File: src/rtl/des_pkg.sv
// Shared DES sequencer definitions: widths, PC1/PC2 selection tables, shift schedule,
// controller state type and 28-bit half rotation helpers.
package des_pkg;
    localparam int BLK_W  = 64;
    localparam int HALF_W = 32;
    localparam int KEY_W  = 48;
    localparam int CD_W   = 28;

    typedef enum logic [1:0] {
        IDLE  = 2'd0,
        ROUND = 2'd1,
        DONE  = 2'd2
    } state_t;

    // Table entries are DES bit numbers: 1 is the MSB of the source vector.
    localparam int PC1_TAB [56] = '{
        57, 49, 41, 33, 25, 17,  9,  1, 58, 50, 42, 34, 26, 18,
        10,  2, 59, 51, 43, 35, 27, 19, 11,  3, 60, 52, 44, 36,
        63, 55, 47, 39, 31, 23, 15,  7, 62, 54, 46, 38, 30, 22,
        14,  6, 61, 53, 45, 37, 29, 21, 13,  5, 28, 20, 12,  4
    };

    localparam int PC2_TAB [48] = '{
        14, 17, 11, 24,  1,  5,  3, 28, 15,  6, 21, 10,
        23, 19, 12,  4, 26,  8, 16,  7, 27, 20, 13,  2,
        41, 52, 31, 37, 47, 55, 30, 40, 51, 45, 33, 48,
        44, 49, 39, 56, 34, 53, 46, 42, 50, 36, 29, 32
    };

    localparam logic [1:0] SHIFT_TAB [16] = '{
        2'd1, 2'd1, 2'd2, 2'd2, 2'd2, 2'd2, 2'd2, 2'd2,
        2'd1, 2'd2, 2'd2, 2'd2, 2'd2, 2'd2, 2'd2, 2'd1
    };

    function automatic logic [CD_W-1:0] rotl28(input logic [CD_W-1:0] x, input logic [1:0] n);
        return (n == 2'd2) ? {x[CD_W-3:0], x[CD_W-1:CD_W-2]} : {x[CD_W-2:0], x[CD_W-1]};
    endfunction

    function automatic logic [CD_W-1:0] rotr28(input logic [CD_W-1:0] x, input logic [1:0] n);
        return (n == 2'd2) ? {x[1:0], x[CD_W-1:2]} : {x[0], x[CD_W-1:1]};
    endfunction
endpackage

File: src/rtl/des_round_controller_if.sv
// Block/key handshake, F-function and output bus of the DES round controller.
// The abort request line exists only when DES_ABORT_EN is defined.
interface des_round_controller_if;
    import des_pkg::*;

    logic              in_valid;
    logic              in_ready;
    logic [BLK_W-1:0]  in_data;
    logic [BLK_W-1:0]  in_key;
    logic              in_decrypt;
    logic [HALF_W-1:0] round_r;
    logic [KEY_W-1:0]  round_key;
    logic [HALF_W-1:0] round_f;
    logic [3:0]        round_idx;
    logic              busy;
    logic              out_valid;
    logic              out_ready;
    logic [BLK_W-1:0]  out_data;
`ifdef DES_ABORT_EN
    logic              abort;

    modport slave (
        input  in_valid, in_data, in_key, in_decrypt, round_f, out_ready, abort,
        output in_ready, round_r, round_key, round_idx, busy, out_valid, out_data
    );
    modport master (
        output in_valid, in_data, in_key, in_decrypt, round_f, out_ready, abort,
        input  in_ready, round_r, round_key, round_idx, busy, out_valid, out_data
    );
`else
    modport slave (
        input  in_valid, in_data, in_key, in_decrypt, round_f, out_ready,
        output in_ready, round_r, round_key, round_idx, busy, out_valid, out_data
    );
    modport master (
        output in_valid, in_data, in_key, in_decrypt, round_f, out_ready,
        input  in_ready, round_r, round_key, round_idx, busy, out_valid, out_data
    );
`endif
endinterface

File: src/rtl/des_key_schedule.sv
// DES key schedule: PC1 load of C/D, per-round rotation (left when encrypting,
// right when decrypting so subkeys come out K16..K1) and PC2 subkey output.
module des_key_schedule
    import des_pkg::*;
(
    input  logic             i_clk,
    input  logic             i_rst,
    input  logic             i_load,
    input  logic [BLK_W-1:0] i_key,
    input  logic             i_decrypt,
    input  logic             i_step,
    input  logic             i_scrub,
    input  logic [3:0]       i_round_idx,
    output logic [KEY_W-1:0] o_round_key
);
    logic [2*CD_W-1:0] w_pc1;
    logic [2*CD_W-1:0] w_cd_sel;
    logic [CD_W-1:0]   w_c_enc, w_d_enc, w_c_dec, w_d_dec;
    logic [1:0]        w_enc_shift, w_dec_shift;
    logic [CD_W-1:0]   r_c, r_d;
    logic              r_decrypt;
    logic              w_unused_bits;

    generate
        for (genvar gi = 0; gi < 2*CD_W; gi++) begin : g_pc1
            assign w_pc1[2*CD_W-1-gi] = i_key[BLK_W - PC1_TAB[gi]];
        end
    endgenerate

    assign w_enc_shift = SHIFT_TAB[i_round_idx];
    assign w_dec_shift = SHIFT_TAB[4'd15 - i_round_idx];
    assign w_c_enc     = rotl28(r_c, w_enc_shift);
    assign w_d_enc     = rotl28(r_d, w_enc_shift);
    assign w_c_dec     = rotr28(r_c, w_dec_shift);
    assign w_d_dec     = rotr28(r_d, w_dec_shift);

    // Encrypt rotates before use; decrypt uses the stored value and rotates afterwards.
    assign w_cd_sel = r_decrypt ? {r_c, r_d} : {w_c_enc, w_d_enc};

    generate
        for (genvar gi = 0; gi < KEY_W; gi++) begin : g_pc2
            assign o_round_key[KEY_W-1-gi] = w_cd_sel[2*CD_W - PC2_TAB[gi]];
        end
    endgenerate

    // Key parity bits and the C/D bits PC2 drops have no function here.
    assign w_unused_bits = ^{i_key, w_cd_sel};

    always_ff @(posedge i_clk or posedge i_rst) begin
        if (i_rst) begin
            r_c       <= '0;
            r_d       <= '0;
            r_decrypt <= 1'b0;
        end else if (i_load) begin
            r_c       <= w_pc1[2*CD_W-1:CD_W];
            r_d       <= w_pc1[CD_W-1:0];
            r_decrypt <= i_decrypt;
        end else if (i_scrub) begin
            r_c <= '0;
            r_d <= '0;
        end else if (i_step) begin
            if (r_decrypt) begin
                r_c <= w_c_dec;
                r_d <= w_d_dec;
            end else begin
                r_c <= w_c_enc;
                r_d <= w_d_enc;
            end
        end
    end
endmodule

File: src/rtl/des_round_controller.sv
// Iterative DES round sequencer: one Feistel round per clock through an external
// F-function, {L16,R16} presented unswapped. DES_ABORT_EN enables the abort request.
module des_round_controller
    import des_pkg::*;
#(
    parameter int ROUNDS = 16
) (
    input  logic                    i_clk,
    input  logic                    i_rst,
    des_round_controller_if.slave   io_bus
);
    state_t            r_state;
    logic [HALF_W-1:0] r_l, r_r;
    logic [3:0]        r_round_idx;
    logic              r_in_ready, r_busy, r_out_valid;
    logic [BLK_W-1:0]  r_out_data;
    logic              w_accept, w_last, w_scrub, w_abort;
    logic [HALF_W-1:0] w_r_next;

`ifdef DES_ABORT_EN
    assign w_abort = io_bus.abort && (r_state != IDLE);
`else
    assign w_abort = 1'b0;
`endif

    assign w_accept = (r_state == IDLE) && io_bus.in_valid && r_in_ready;
    assign w_last   = (r_round_idx == 4'(ROUNDS - 1));
    assign w_scrub  = w_abort || ((r_state == DONE) && io_bus.out_ready);
    assign w_r_next = r_l ^ io_bus.round_f;

    des_key_schedule u_ks (
        .i_clk       (i_clk),
        .i_rst       (i_rst),
        .i_load      (w_accept),
        .i_key       (io_bus.in_key),
        .i_decrypt   (io_bus.in_decrypt),
        .i_step      (r_state == ROUND),
        .i_scrub     (w_scrub),
        .i_round_idx (r_round_idx),
        .o_round_key (io_bus.round_key)
    );

    always_ff @(posedge i_clk or posedge i_rst) begin
        if (i_rst) begin
            r_state     <= IDLE;
            r_l         <= '0;
            r_r         <= '0;
            r_round_idx <= '0;
            r_in_ready  <= 1'b0;
            r_busy      <= 1'b0;
            r_out_valid <= 1'b0;
            r_out_data  <= '0;
        end else if (w_scrub) begin
            // Leaving DONE or aborting clears the block halves along with C/D.
            r_state     <= IDLE;
            r_l         <= '0;
            r_r         <= '0;
            r_round_idx <= '0;
            r_in_ready  <= 1'b1;
            r_busy      <= 1'b0;
            r_out_valid <= 1'b0;
        end else begin
            case (r_state)
                IDLE: begin
                    r_in_ready <= 1'b1;
                    if (w_accept) begin
                        r_l         <= io_bus.in_data[BLK_W-1:HALF_W];
                        r_r         <= io_bus.in_data[HALF_W-1:0];
                        r_round_idx <= '0;
                        r_in_ready  <= 1'b0;
                        r_busy      <= 1'b1;
                        r_state     <= ROUND;
                    end
                end
                ROUND: begin
                    r_l         <= r_r;
                    r_r         <= w_r_next;
                    r_round_idx <= r_round_idx + 4'd1;
                    if (w_last) begin
                        r_out_data  <= {r_r, w_r_next};
                        r_out_valid <= 1'b1;
                        r_state     <= DONE;
                    end
                end
                DONE: ;
                default: r_state <= IDLE;
            endcase
        end
    end

    assign io_bus.in_ready  = r_in_ready;
    assign io_bus.busy      = r_busy;
    assign io_bus.out_valid = r_out_valid;
    assign io_bus.out_data  = r_out_data;
    assign io_bus.round_r   = r_r;
    assign io_bus.round_idx = r_round_idx;
endmodule
File: src/flat_wrapper.sv
// flat-port wrapper written by rule: the top's interface ports become plain ports
module des_round_controller_flat import des_pkg::*;
#(
    parameter int ROUNDS = 16
)
  (i_clk, i_rst, io_bus_in_valid, io_bus_in_data, io_bus_in_key, io_bus_in_decrypt, io_bus_round_f, io_bus_out_ready, io_bus_in_ready, io_bus_round_r, io_bus_round_key, io_bus_round_idx, io_bus_busy, io_bus_out_valid, io_bus_out_data);
  des_round_controller_if io_bus_i ();
  input  logic i_clk;
  input  logic i_rst;
  input wire logic [$bits(io_bus_i.in_valid)-1:0] io_bus_in_valid;
  input wire logic [$bits(io_bus_i.in_data)-1:0] io_bus_in_data;
  input wire logic [$bits(io_bus_i.in_key)-1:0] io_bus_in_key;
  input wire logic [$bits(io_bus_i.in_decrypt)-1:0] io_bus_in_decrypt;
  input wire logic [$bits(io_bus_i.round_f)-1:0] io_bus_round_f;
  input wire logic [$bits(io_bus_i.out_ready)-1:0] io_bus_out_ready;
  output wire logic [$bits(io_bus_i.in_ready)-1:0] io_bus_in_ready;
  output wire logic [$bits(io_bus_i.round_r)-1:0] io_bus_round_r;
  output wire logic [$bits(io_bus_i.round_key)-1:0] io_bus_round_key;
  output wire logic [$bits(io_bus_i.round_idx)-1:0] io_bus_round_idx;
  output wire logic [$bits(io_bus_i.busy)-1:0] io_bus_busy;
  output wire logic [$bits(io_bus_i.out_valid)-1:0] io_bus_out_valid;
  output wire logic [$bits(io_bus_i.out_data)-1:0] io_bus_out_data;
  assign io_bus_i.in_valid = io_bus_in_valid;
  assign io_bus_i.in_data = io_bus_in_data;
  assign io_bus_i.in_key = io_bus_in_key;
  assign io_bus_i.in_decrypt = io_bus_in_decrypt;
  assign io_bus_i.round_f = io_bus_round_f;
  assign io_bus_i.out_ready = io_bus_out_ready;
  assign io_bus_in_ready = io_bus_i.in_ready;
  assign io_bus_round_r = io_bus_i.round_r;
  assign io_bus_round_key = io_bus_i.round_key;
  assign io_bus_round_idx = io_bus_i.round_idx;
  assign io_bus_busy = io_bus_i.busy;
  assign io_bus_out_valid = io_bus_i.out_valid;
  assign io_bus_out_data = io_bus_i.out_data;
  des_round_controller #(.ROUNDS(ROUNDS)) u_core (.i_clk(i_clk), .i_rst(i_rst), .io_bus(io_bus_i));
endmodule
File: config.mk
export PLATFORM = sky130hd
export DESIGN_NAME = des_round_controller_flat
export DESIGN_NICKNAME = d
export VERILOG_FILES = /design/src/rtl/des_pkg.sv /design/src/rtl/des_round_controller_if.sv /design/src/rtl/des_key_schedule.sv /design/src/rtl/des_round_controller.sv /design/src/flat_wrapper.sv
export SDC_FILE = /design/constraint.sdc
export NUM_CORES = 1
export LEC_CHECK = 0
export CELL_PAD_IN_SITES_DETAIL_PLACEMENT = 1
export CELL_PAD_IN_SITES_GLOBAL_PLACEMENT = 1
export CORE_MARGIN = 2
export CORE_UTILIZATION = 39
export CTS_CLUSTER_DIAMETER = 100
export CTS_CLUSTER_SIZE = 10
export DETAILED_ROUTE_END_ITERATION = 8
export PLACE_DENSITY = 0.94
export SYNTH_ARGS = -nofsm -noshare
export SYNTH_HDL_FRONTEND = slang
export SYNTH_SLANG_ARGS = --single-unit
export TNS_END_PERCENT = 1
File: constraint.sdc
create_clock -name i_clk -period 15.2 [get_ports i_clk]
set_input_delay 1.52 -clock i_clk [delete_from_list [all_inputs] [get_ports i_clk]]
set_output_delay 1.52 -clock i_clk [all_outputs]
set_load 0.005 [all_outputs]
* Word-level counts from Yosys, hierarchy flattened
Memory sizes are Yosys's and may differ from the RTL's.
Index checks and enable logic that the tools add are counted.
** Word-level totals
- Memories kept :: 2
- Output and inout bits :: 151
- Register bits :: 194
- Input port bits :: 165
- Memory bits (read-only) :: 64
- Word-level logic and storage cells :: 83
** Memory list
- (name not given) :: depth 16, bits a word 2, rd ports 1, clocked after memory_dff 0, write ports 0, RTL line des_key_schedule.sv:31 : assign w_dec_shift = SHIFT_TAB[4'd15 - i_round_idx];
- (name not given) :: depth 16, bits a word 2, rd ports 1, clocked after memory_dff 0, write ports 0, RTL line des_key_schedule.sv:30 : assign w_enc_shift = SHIFT_TAB[i_round_idx];
** Cells by class
- Multiplexer cells :: 39
- Bitwise operators :: 4
- $add $sub $neg :: 2
- Magnitude comparators :: 2
- Eq/ne operators :: 8
- Reductions and logical operators :: 15
** Operator list (count)
- 28-bit 2-to-1 mux :: 12
- 32-bit 2-to-1 mux :: 4
- 32-bit case mux with 2 select lines :: 2
- 56-bit 2-to-1 mux :: 1
- 32-bit XOR :: 1
- 2-bit 2-to-1 mux :: 7
- 5-bit greater-or-equal comparator (second input constant) :: 2
- 4-bit inverter with 5-bit output :: 2
- 1-bit 2-to-1 mux :: 9
- 4-bit 2-to-1 mux :: 2
- 4-bit case mux with 2 select lines :: 1
- 2-bit nonzero test :: 4
- 2-bit equality test (second input constant) :: 3
- 2-bit case mux with 3 select lines :: 1
- 2-bit AND reduction :: 3
- 3-bit AND reduction :: 2
- 3-bit nonzero test :: 2
- 4-bit by 1-bit adder with 4-bit output (second input constant) :: 1
- 4-bit equality test (second input constant) :: 1
- 4-bit subtractor (first input constant) :: 1
- 1-bit logical AND :: 3
- 3-bit by 1-bit != test with 1-bit output (second input constant) :: 1
- 3-bit != test (second input constant) :: 1
- 2-bit by 1-bit equality test with 1-bit output (second input constant) :: 1
- other kinds (3) :: 3

* Depth between registers and ports, before layout
Gate-level depths: netlist of the first run.
- Depth after elaboration :: 11
- Depth in mapped cells :: 9
- Gate-level depth less buffers :: 7

* Modules after synthesis
Synthesis of the first run repeated with hierarchy kept, for this count alone.
** Second synthesis, totals
- Cell total of the unflattened synthesis :: 1052
- Area total of the unflattened synthesis :: 11135.7 um^2
** By module, submodules not included
- des_round_controller :: seq. area each 3428.3 um^2, times used 1, area each 6009.5 um^2, cells an instance 421
- des_key_schedule :: seq. area each 1426.4 um^2, times used 1, area each 5126.2 um^2, cells an instance 631

* Worst setup path after synthesis of the first run
OpenSTA, ideal clock, no wires.
- Path kind :: reg-to-output
- Start :: register u_core.r_round_idx[0], in the netlist u_core.io_bus.round_idx[0]
- End :: output port io_bus_round_key[30]
- Setup slack :: 11.742 ns
- Cell stages (with the launch flop) :: 7
- Arrival :: 1.938 ns
- Required time :: 13.680 ns
- Cell sequence :: dfrtp_1 ha_1 o21ai_2 a221oi_4 buf_2 mux2_2 a21oi_1
** Between the ends
- Cells in the longest elaborated chain, start to end :: 7
** RTL lines
- start: declaration :: RTL line des_round_controller.sv:14 : logic [3:0] r_round_idx;
- start signal: assignment :: RTL line des_round_controller.sv:78 : r_round_idx <= r_round_idx + 4'd1;
- 4-bit inverter with 5-bit output (implied by the code) :: RTL line des_key_schedule.sv:30
- memory read 16 x 2 bit
- 2-bit 2-to-1 mux (implied by the code) (2 in a row) :: RTL line des_key_schedule.sv:30
- 2-bit equality test :: RTL line des_pkg.sv:36 : return (n == 2'd2) ? {x[CD_W-3:0], x[CD_W-1:CD_W-2]} : {x[CD_W-2:0], x[CD_W-1]};
- 28-bit 2-to-1 mux :: RTL line des_pkg.sv:36
- 56-bit 2-to-1 mux :: RTL line des_key_schedule.sv:38 : assign w_cd_sel = r_decrypt ? {r_c, r_d} : {w_c_enc, w_d_enc};
- end: declaration :: RTL line flat_wrapper.sv:18 : output wire logic [$bits(io_bus_i.round_key)-1:0] io_bus_round_key;
No other way between the ends. The select of a mux whose other input is x is not followed.

* Worst setup path in the final report of the first run
- Start :: register u_core.u_ks.r_decrypt
- End :: output port io_bus_round_key[21]
** Between the ends
- Cells in the longest elaborated chain, start to end :: 1
** RTL lines
- start: declaration :: RTL line des_key_schedule.sv:21 : logic r_decrypt;
- start signal: assignment :: RTL line des_key_schedule.sv:57 : r_decrypt <= i_decrypt;
- 56-bit 2-to-1 mux :: RTL line des_key_schedule.sv:38
No other way between the ends.

==> summary.md, run 1 <==
| Metric | Value |
|---|---|
| Clock buffer count from CTS | 17 |
| Maximum clock rate | 186 MHz |
| RSZ-0062 raised after global routing | no |
| Startpoint Class | flop |
| Share of layout cells above drive strength 1 | 0.0737 |
| CTS HTree Levels | 4 |
| Pwr dens | about 270 mW/mm^2 |
| Sequential share of power | 0.278 |
| Critical setup path kind | reg -> out |
| Tot Pwr | approximately 4.0 mW |
| Internal power | between 2 and 2.5 mW |
| Drt pass-1 iters | 5 |
| Die Wd | around 170 um |
| Drt total wl | ~42 mm |
| Worst setup EP type | output pin |
| Synth Area in Compound Gates | 0.224 |
| Final period util | 0.354 |
| R2r setup slk | 11.67 ns |
| CP max stage delay | 0.83 ns |
| Critical Path Sink | io_bus_round_key[21] |
| R2R Path End | u_core.u_ks.r_c[10] |
| Tot GR Track Use | 0.286 |
| Synthesized cell area | 0.0109 mm^2 |
| Xor/xnor share of the synthesized area | 0.0266 |
| Syn Area/Cell | between 9 and 10 um^2 |
| Distinct cells, synth | 46 |
| Combinational fraction of design power | 0.603 |
| Vias per cell | between 5 and 6 |
| Cells along the critical path | buf_4 > inv_1 > nand2_1 > mux2i_1 > a21oi_1 > clkdlybuf4s50_1 |
| Adder-cell share of the synthesized area | 0.00461 |
| HPWL after detailed placement | around 28 mm |
| Num rows | 61 |
| Multiplexer share of the synthesized area | 0.125 |
| CP Launch Point | u_core.u_ks.r_decrypt |
| Final Hold Vio Count | 0 |
| Cell at the slowest stage of the critical path | buf_4 |
| Clk slew on worst S/H paths | 0.08 ns |
| Final slew viol count | 0 |
| Synth Area in Simple Gates | 0.113 |
| Seq/Total Area, Yosys | 0.447 |
| Hold slack | between 0.4 and 0.5 ns |
| Synth Flop Type | dfrtp_1 |
| Die height | about 170 um |
| Cell taking the most area after synthesis | dfrtp_1 |
| CTS max path bufs | 2 |
| Clock Tree Root | clkbuf_16 |
| YS warnings | 0 |
| Max-Cap Viols | 0 |
| DR vias | 10298 |
| Worst EP required | between 10 and 15 ns |
| Antenna violations before repair | 5 |
| Core ar. | approximately 0.028 mm^2 |
| Worst slew margin | 0.233 |
| Layout Skew | 0.0136 ns |
| Max IR drop VDD | between 100 and 150 uV |
| Yosys reg bits | slightly below 200 |
| Crit path DAT | a little under 4 ns |
| Drt wl/cell | 23.5 um |
| Starting density of the core | 0.393 |
| Detail Route Antenna Nets | 0 |
| Final WS setup | approximately 9.8 ns |
| Sw Pwr | around 1.7 mW |
| Async S/R FF share, synth | 1.00 |
| GP Congestion | 0.845 |
| Worst r2r path cells | 5 |
| Total Die Area | just under 0.03 mm^2 |
| Synth top area share | 0.447 |
| Minimum clock period | between 5 and 6 ns |
| Area Growth Syn to Fin | 35.2% |
| Mapped Nets | around 1300 |
| Dpl ws | roughly 10 ns |
| Input/output buffers | between 300 and 400 |
| Ports | ~320 |
| Worst-Margin Slew | 1.15 ns |
| Largest cells by area after synthesis | dfrtp_1 45%, nand2_1 5.3%, mux2i_1 4.9% |
| GR Overflow Total | 0 |
| Fin nets | about 1600 |
| Crit path max fanout | between 100 and 150 |
| Outcome | complete, no violations |
| Hold Startpoint | u_core.io_bus.out_data[6] |
| Post-synth EDFFs | 0 |
| Initial DRC Count | slightly below 900 |
| # hold bufs at CTS | 0 |
| Clock power frac | 0.118 |
| P_leak | 6.05 nW |
| Number of global-route vias before repair | 11194 |
| Worst min path class | reg -> reg |
| Clock Latency Late Sink | roughly 0.45 ns |
| Switching Fraction | 0.438 |
| Post-route DRC violation count | 0 |
| Post-CTS setup buffers | 0 |
| CTS tree | built |
| Final core occ | 0.531 |
| Largest net degree at the start of global routing | between 100 and 150 |
| Crit Reg-Reg Startpoint | u_core.r_state[1] |
| Syn Inst Count | 1152 |
| Total negative slack | 0 ns |
| First-pass GRT wire length | approximately 64 mm |
| Clock sink count | about 190 |
| Post-cts resize count | 0 |
| Count of final setup violators | 0 |
| Largest family of logic cells by synthesized area | compound AO/OA/AOI/OAI gates |
[cell families (layout without fill, tap and decap cells)]
family / Yosys count / count (layout)
other: 0 / 2
AO/OA/AOI/OAI: 333 / 333
buffers and inverters: 156 / 401
flip-flops: 194 / 194
XOR/XNOR: 33 / 33
multiplexers: 126 / 126
adder cells (fa/ha/maj): 4 / 4
AND/OR/NAND/NOR: 306 / 306
[area by class of cell]
| cell class | instances | area [um^2] |
|---|---|---|
| diodes | 2 | 5.00 |
| clock buffers | 18 | 429 |
| clock inverters | 14 | 169 |
| fillers | 3061 | 12900 |
| inverters | 50 | 195 |
| multi-input cells | 802 | 5390 |
| flip-flops and latches | 194 | 4860 |
| well taps | 378 | 473 |
| repair buffers | 319 | 3160 |
[critical path: cells and delay by family, from the launching register on]
family                 cells  cell delay (ns)
buffers and inverters      3             1.95
flip-flops                 1             0.82
multiplexers               1             0.12
AO/OA/AOI/OAI              1             0.26
AND/OR/NAND/NOR            1             0.18
[worst min path at each step]
stage                                             to  slack [ns]  cells after the start
after floorplan           u_core.io_bus.out_data[10]        0.47                      2
after global placement    u_core.io_bus.out_data[15]        0.46                      2
after detailed placement  u_core.io_bus.out_data[14]        0.48                      2
after CTS                 u_core.io_bus.out_data[30]        0.51                      2
after global routing      u_core.io_bus.out_data[58]        0.52                      1
final                      u_core.io_bus.out_data[6]        0.50                      2
[power by group through the flow]
| stage | sequential [mW] | clock, mW | combinational [mW] |
|---|---|---|---|
| 3_5_place_dp | 1.10 | 0 | 2.38 |
| 6_report | 1.11 | 0.471 | 2.40 |
| 2_1_floorplan | 0.992 | 0 | 1.45 |
| 4_1_cts | 1.10 | 0.479 | 2.40 |
| 5_1_grt | 1.14 | 0.497 | 2.61 |
| 3_3_place_gp | 1.07 | 0 | 2.24 |
[through the flow]
stage / std cells / instance area [um^2]
2_1_floorplan: 1152 / 10900
3_3_place_gp: 1743 / 14100
3_5_place_dp: 1743 / 14100
4_1_cts: 1775 / 14700
5_1_grt: 1777 / 14700
6_report: 1777 / 14700
[metal layers]
layer  track usage  part of all wire  vias up
met5             0           0.00072        -
met4         0.108             0.034        4
met3        0.0872             0.082       82
met2         0.493              0.50      376
met1         0.335              0.38     5208
li1              -                 -     4628
[sequential cells by signal, summed over array words and instances, names as in the netlist]
register                 flops
u_core.io_bus.round_r       32
u_core.u_ks.r_c             28
u_core.u_ks.r_decrypt        1
u_core.io_bus.in_ready       1
u_core.io_bus.busy           1
u_core.io_bus.out_valid      1
u_core.u_ks.r_d             28
u_core.io_bus.out_data      64
u_core.io_bus.round_idx      4
u_core.r_state               2
u_core.r_l                  32
[cell usage in the layout, fill, tap and decap left out, types with 3 or more instances in the layout]
master / instances
o21ai_0: 85
nand2_1: 152
mux2_1: 29
nor2_1: 125
clkinv_8: 3
o22ai_1: 8
a32oi_1: 44
dfrtp_1: 193
a21oi_1: 58
inv_8: 4
a311o_1: 45
clkdlybuf4s50_1: 307
clkbuf_16: 17
a221o_1: 39
ha_1: 4
a222oi_1: 7
nor2b_1: 3
buf_4: 12
xnor2_1: 31
mux2_2: 44
inv_6: 4
nor3_1: 7
a211oi_1: 35
mux2i_1: 53
inv_1: 48
a31oi_1: 3
[synth_stat cells, types with 3 or more instances]
cell type	instances
dfrtp_1	194
nand2_1	152
nor2_1	126
o21ai_0	85
clkbuf_1	73
a21oi_1	59
mux2i_1	53
inv_1	49
a311o_1	45
a32oi_1	44
mux2_2	44
a221o_1	39
a211oi_1	35
xnor2_1	31
mux2_1	29
buf_2	20
nor3_1	8
o22ai_1	8
a222oi_1	7
buf_6	6
buf_1	5
ha_1	4
a31oi_1	3
nand2b_1	3
nor2b_1	3
(Power assumes the default switching activity.)
==> run 2: changes to the inputs <==
- CORE_UTILIZATION: 39 -> 33
- PLACE_DENSITY: 0.94 -> 0.85
- clock period: 15.2 -> 4.9 ns (I/O delays scaled with it)
==> summary.md, run 2 (synthesis results as in run 1) <==
| Metric | Value |
|---|---|
| Outcome | complete, no violations |
| Antenna violations before repair | 1 |
| Worst-Margin Slew | around 1.2 ns |
| Vias per cell | about 5.7 |
| Crit Reg-Reg Startpoint | u_core.io_bus.round_idx[0] |
| HPWL after detailed placement | roughly 28 mm |
| Startpoint Class | flop |
| Fin nets | ~1600 |
| Maximum clock rate | between 200 and 300 MHz |
| # hold bufs at CTS | 0 |
| Multi-input logic area | 0.00539 mm^2 |
| Input/output buffers | roughly 300 |
| Die Wd | ~190 um |
| Drt total wl | between 40 and 50 mm |
| RSZ-0062 raised after global routing | no |
| Pwr dens | just over 800 mW/mm^2 |
| Max-Cap Viols | 0 |
| Worst setup EP type | output pin |
| Final Hold Vio Count | 0 |
| P_leak | roughly 6 nW |
| Max IR drop VDD | between 400 and 500 uV |
| First-pass GRT wire length | 63.8 mm |
| Die height | about 190 um |
| Clock buffer count from CTS | 17 |
| Worst slew margin | 0.231 |
| Tot GR Track Use | 0.241 |
| Worst min path class | in -> async |
| Critical setup path kind | reg -> out |
| Count of final setup violators | 0 |
| Clock Tree Root | clkbuf_16 |
| Detail Route Antenna Nets | 0 |
| DR vias | ~10000 |
| Largest register FFs | between 60 and 70 |
| Num rows | 66 |
| Number of global-route vias before repair | 11059 |
| Final period util | 0.763 |
| Share of layout cells above drive strength 1 | 0.0764 |
| Clock Latency Late Sink | ~0.46 ns |
| Clock sink count | approximately 190 |
| Largest net degree at the start of global routing | 130 |
| Initial DRC Count | between 700 and 800 |
| CP Launch Point | u_core.io_bus.round_idx[0] |
| GP Congestion | between 0.8 and 0.9 |
| Worst EP required | between 4 and 5 ns |
| Layout Skew | between 0.01 and 0.015 ns |
| CTS max path bufs | 2 |
| Crit path DAT | 3.25 ns |
| Clk slew on worst S/H paths | 0.08 ns |
| Post-cts resize count | 0 |
| Ports | ~320 |
| Final core occ | 0.457 |
| Final slew viol count | 0 |
| Most frequent cells in the layout | 307 x clkdlybuf4s50_1, 193 x dfrtp_1, 152 x nand2_1 |
| CTS tree | built |
| Commonest non-fill, non-tap cell in the layout | clkdlybuf4s50_1 |
| Crit path max fanout | between 60 and 70 |
| Total negative slack | 0 ns |
| Post-route DRC violation count | 0 |
| Area Growth Syn to Fin | 36.6% |
| GR Overflow Total | 0 |
| FF+latch area | slightly below 0.005 mm^2 |
| Starting density of the core | 0.335 |
| Post-CTS setup buffers | 0 |
| Total Die Area | 0.0344 mm^2 |
| CTS HTree Levels | 4 |
| Drt wl/cell | about 22 um |
| Minimum clock period | roughly 3.7 ns |
| Drt pass-1 iters | 6 |
| Fillers | between 3000 and 4000 |
| Core ar. | about 0.032 mm^2 |
## run 2: cell count changes in the layout (fill, tap and decap cells not counted)
cell and change:
clkbuf_1 -1, inv_6 -1, diode_2 -1, buf_4 -2
clkinv_8 -1, clkinvlp_4 +2, buf_12 +5, clkinv_4 +1
## run 2: per-stage QoR
step                area, um^2  cells  power (mW)  hold WS [ns]  worst slack [ns]
finish                   14800   1843        12.3         0.469              1.16
detailed placement       14200   1810        10.8         0.473              1.68
CTS                      14800   1842        12.4         0.481              1.17
floorplan                10900   1152        7.58         0.473              1.91
global placement         14200   1810        10.4         0.462              1.75
global route             14800   1843        13.2         0.505              1.00
## run 2: final cells by class
class | instances | area share
Clock inverter | 15 | 0.0116
Antenna cell | 1 | 0.000169
Sequential cell | 194 | 0.327
Clock buffer | 17 | 0.0287
Timing Repair Buffer | 322 | 0.219
Multi-Input combinational cell | 802 | 0.363
Inverter | 50 | 0.0129
Tap cell | 442 | 0.0373
## run 2: worst max-delay path, cell delays in order (launching register included)
cell and delay [ns]:
dfrtp_1 0.47, ha_1 0.28, o21ai_2 0.09, a221oi_4 0.35, buf_12 0.35, mux2_1 0.39
a21oi_1 0.24, clkdlybuf4s50_1 0.57
## run 2: path summary, 6_finish.rpt
kind | to | slack, ns | cells after the start
min | u_core.u_ks.r_c[8] | 0.47 | 2
max in group asynchronous | u_core.io_bus.out_data[28] | 3.31 | 3
max reg2reg | u_core.u_ks.r_d[13] | 1.80 | 8
max | io_bus_round_key[7] | 1.16 | 7
min in group i_clk | u_core.io_bus.out_data[9] | 0.48 | 2
min reg2reg | u_core.io_bus.out_data[9] | 0.48 | 2
## run 2: per-layer routing
layer	track usage	wire [um]	vias to the layer above
li1	-	-	4639
met1	0.295	16600	5314
met2	0.403	20200	407
met3	0.0755	3510	58
met4	0.0806	892	0
met5	0	0	-
## run 2: power breakdown
part,internal (mW),total [mW],switching [mW],leakage [nW]
Combinational,3.76,7.42,3.66,3.54
Clock,0.729,1.48,0.748,0.288
Sequential,2.48,3.40,0.917,2.26
==> run 3: changes to the inputs <==
- clock period: 4.9 -> 3.4 ns (I/O delays scaled with it)
==> summary.md, run 3 (synthesis results as in run 1) <==
| Metric | Value |
|---|---|
| Outcome | complete, no violations |
| Sequential share of power | 0.270 |
| Final core occ | 0.469 |
| Area after DPL | between 0.01 and 0.015 mm^2 |
| Number of global-route vias before repair | 10992 |
| Crit path DAT | roughly 3 ns |
| CTS HTree Levels | 4 |
| Worst EP required | 3.06 ns |
| Final slew viol count | 0 |
| GP Congestion | roughly 0.84 |
| Clock Latency Late Sink | 0.44 ns |
| R2R Path End | u_core.u_ks.r_c[3] |
| Clock buffer count from CTS | 17 |
| CP max stage delay | ~0.53 ns |
| Maximum clock rate | about 300 MHz |
| Initial DRC Count | 602 |
| Bufs and invs on worst path | 4 |
| Cell area after layout | between 0.015 and 0.02 mm^2 |
| CTS tree | built |
| Fin nets | 1578 |
| Drt wl/cell | about 22 um |
| Commonest non-fill, non-tap cell in the layout | clkdlybuf4s50_1 |
| Clk slew on worst S/H paths | ~0.08 ns |
| Critical setup path kind | reg -> out |
| Worst slew margin | 0.425 |
| Switching Fraction | 0.432 |
| Multi-input logic area | between 0.005 and 0.006 mm^2 |
| Crit Reg-Reg Startpoint | u_core.io_bus.round_idx[0] |
| Clock sink count | 194 |
| Share of layout cells above drive strength 1 | 0.117 |
| Pwr dens | approximately 1200 mW/mm^2 |
| Top delay family on crit path | buffers and inverters |
| Final period util | 0.984 |
| RSZ-0062 raised after global routing | yes |
| Worst r2r path cells | 6 |
| Die Wd | 185 um |
| Max IR drop VDD | 490 uV |
| Vias per cell | roughly 5.6 |
| P_leak | between 6 and 7 nW |
| Total negative slack | 0 ns |
| Drt total wl | 41.8 mm |
| Largest net degree at the start of global routing | 95 |
| Area Growth Syn to Fin | 40.2% |
| DR vias | 10372 |
| Clock Tree Root | clkbuf_16 |
| Fillers | approximately 3600 |
| Tot GR Track Use | 0.241 |
| Startpoint Class | flop |
| Cells along the critical path | inv_2 > ha_2 > nor3_2 > a221oi_4 > buf_12 > buf_16 > mux2_2 > a21oi_2 > clkdlybuf4s50_1 |
| Internal power | 10.3 mW |
| GR Overflow Total | 0 |
| Drt pass-1 iters | 5 |
| Worst min path class | in -> async |
| Largest register FFs | 64 |
| Combinational fraction of design power | 0.615 |
| Count of final setup violators | 0 |
| Final Hold Vio Count | 0 |
| Core ar. | approximately 0.032 mm^2 |
| First-pass GRT wire length | around 64 mm |
| Total Die Area | ~0.034 mm^2 |
| Minimum clock period | 3.35 ns |
| Starting density of the core | 0.335 |
| Antenna violations before repair | 4 |
| # hold bufs at CTS | 0 |
| Input/output buffers | 307 |
| Clock power frac | 0.115 |
| Die height | roughly 190 um |
| Sw Pwr | 7.82 mW |
| Worst setup EP type | output pin |
| R2r setup slk | 0.66 ns |
| Worst-Margin Slew | 0.860 ns |
| Detail Route Antenna Nets | 0 |
| Post-route DRC violation count | 0 |
| Cell at the slowest stage of the critical path | clkdlybuf4s50_1 |
| Ports | roughly 320 |
| Hold slack | 0.404 ns |
| FF+latch area | 0.00486 mm^2 |
| Most frequent cells in the layout | 288 x clkdlybuf4s50_1, 191 x dfrtp_1, 152 x nand2_1 |
| Num rows | 66 |
| Max-Cap Viols | 0 |
| Layout Skew | 0.0141 ns |
| HPWL after detailed placement | 28.9 mm |
| CTS max path bufs | 2 |
| Crit path max fanout | 24 |
==> run 3: changes by cell type in the layout (fill, tap and decap cells not counted), moves of 5 or more <==
cell	delta
a21oi_1	-20
a21oi_2	+20
buf_12	+5
buf_4	+14
clkdlybuf4s50_1	-19
dlymetal6s2s_1	+19
mux2_1	-12
mux2_2	+12
==> run 3: worst max path at each step <==
stage | to | cells after the start | startpoint | slack [ns]
after floorplan | u_core.io_bus.busy | 1 | i_rst | 0.56
after global placement | io_bus_round_key[44] | 7 | u_core.io_bus.round_idx[0] | 0.46
after detailed placement | io_bus_round_key[7] | 7 | u_core.io_bus.round_idx[0] | 0.41
after CTS | io_bus_round_key[7] | 9 | u_core.io_bus.round_idx[1] | 0.002
after global routing | io_bus_round_key[6] | 9 | u_core.io_bus.round_idx[1] | -0.06
final | io_bus_round_key[6] | 9 | u_core.io_bus.round_idx[1] | 0.05
==> run 3: cell type report <==
class	count	share of cell area
Inverter	50	0.0126
Sequential cell	194	0.319
Antenna cell	1	0.000164
Tap cell	442	0.0363
Clock inverter	13	0.00944
Clock buffer	19	0.0291
Timing Repair Buffer	344	0.234
Multi-Input combinational cell	802	0.359
==> run 3: what timing repair did <==
| item | in CTS | in global routing |
|---|---|---|
| setup buffers | 1 | 3 |
| pin swaps | 1 | 1 |
| gates resized for setup | 3 | 59 |
| hold endpoints to repair | 0 | 0 |
| gates cloned | 1 | 0 |
| endpoints found under the setup margin | 12 | 43 |
==> run 3: power groups by stage <==
stage	clock network, mW	registers, mW	logic [mW]
2_1_floorplan	0	4.43	6.50
3_3_place_gp	0	4.80	10.4
3_5_place_dp	0	4.88	10.8
4_1_cts	2.12	4.87	11.1
5_1_grt	2.19	5.05	12.2
6_report	2.08	4.90	11.1
==> run 3: through the flow <==
step	setup WS, ns	power (mW)	std cells
after floorplan	0.556	10.9	1152
after global placement	0.457	15.2	1827
after detailed placement	0.411	15.7	1827
after CTS	0.00248	18.0	1861
after global routing	-0.0553	19.4	1864
final	0.0536	18.1	1865
==> run 3: metal layers <==
layer  up-vias  part of all wire  GRT usage
li1       4677                 -          -
met1      5271              0.40      0.292
met5         -           0.00069          0
met3        48             0.085     0.0814
met4         4             0.016     0.0610
met2       372              0.49      0.410
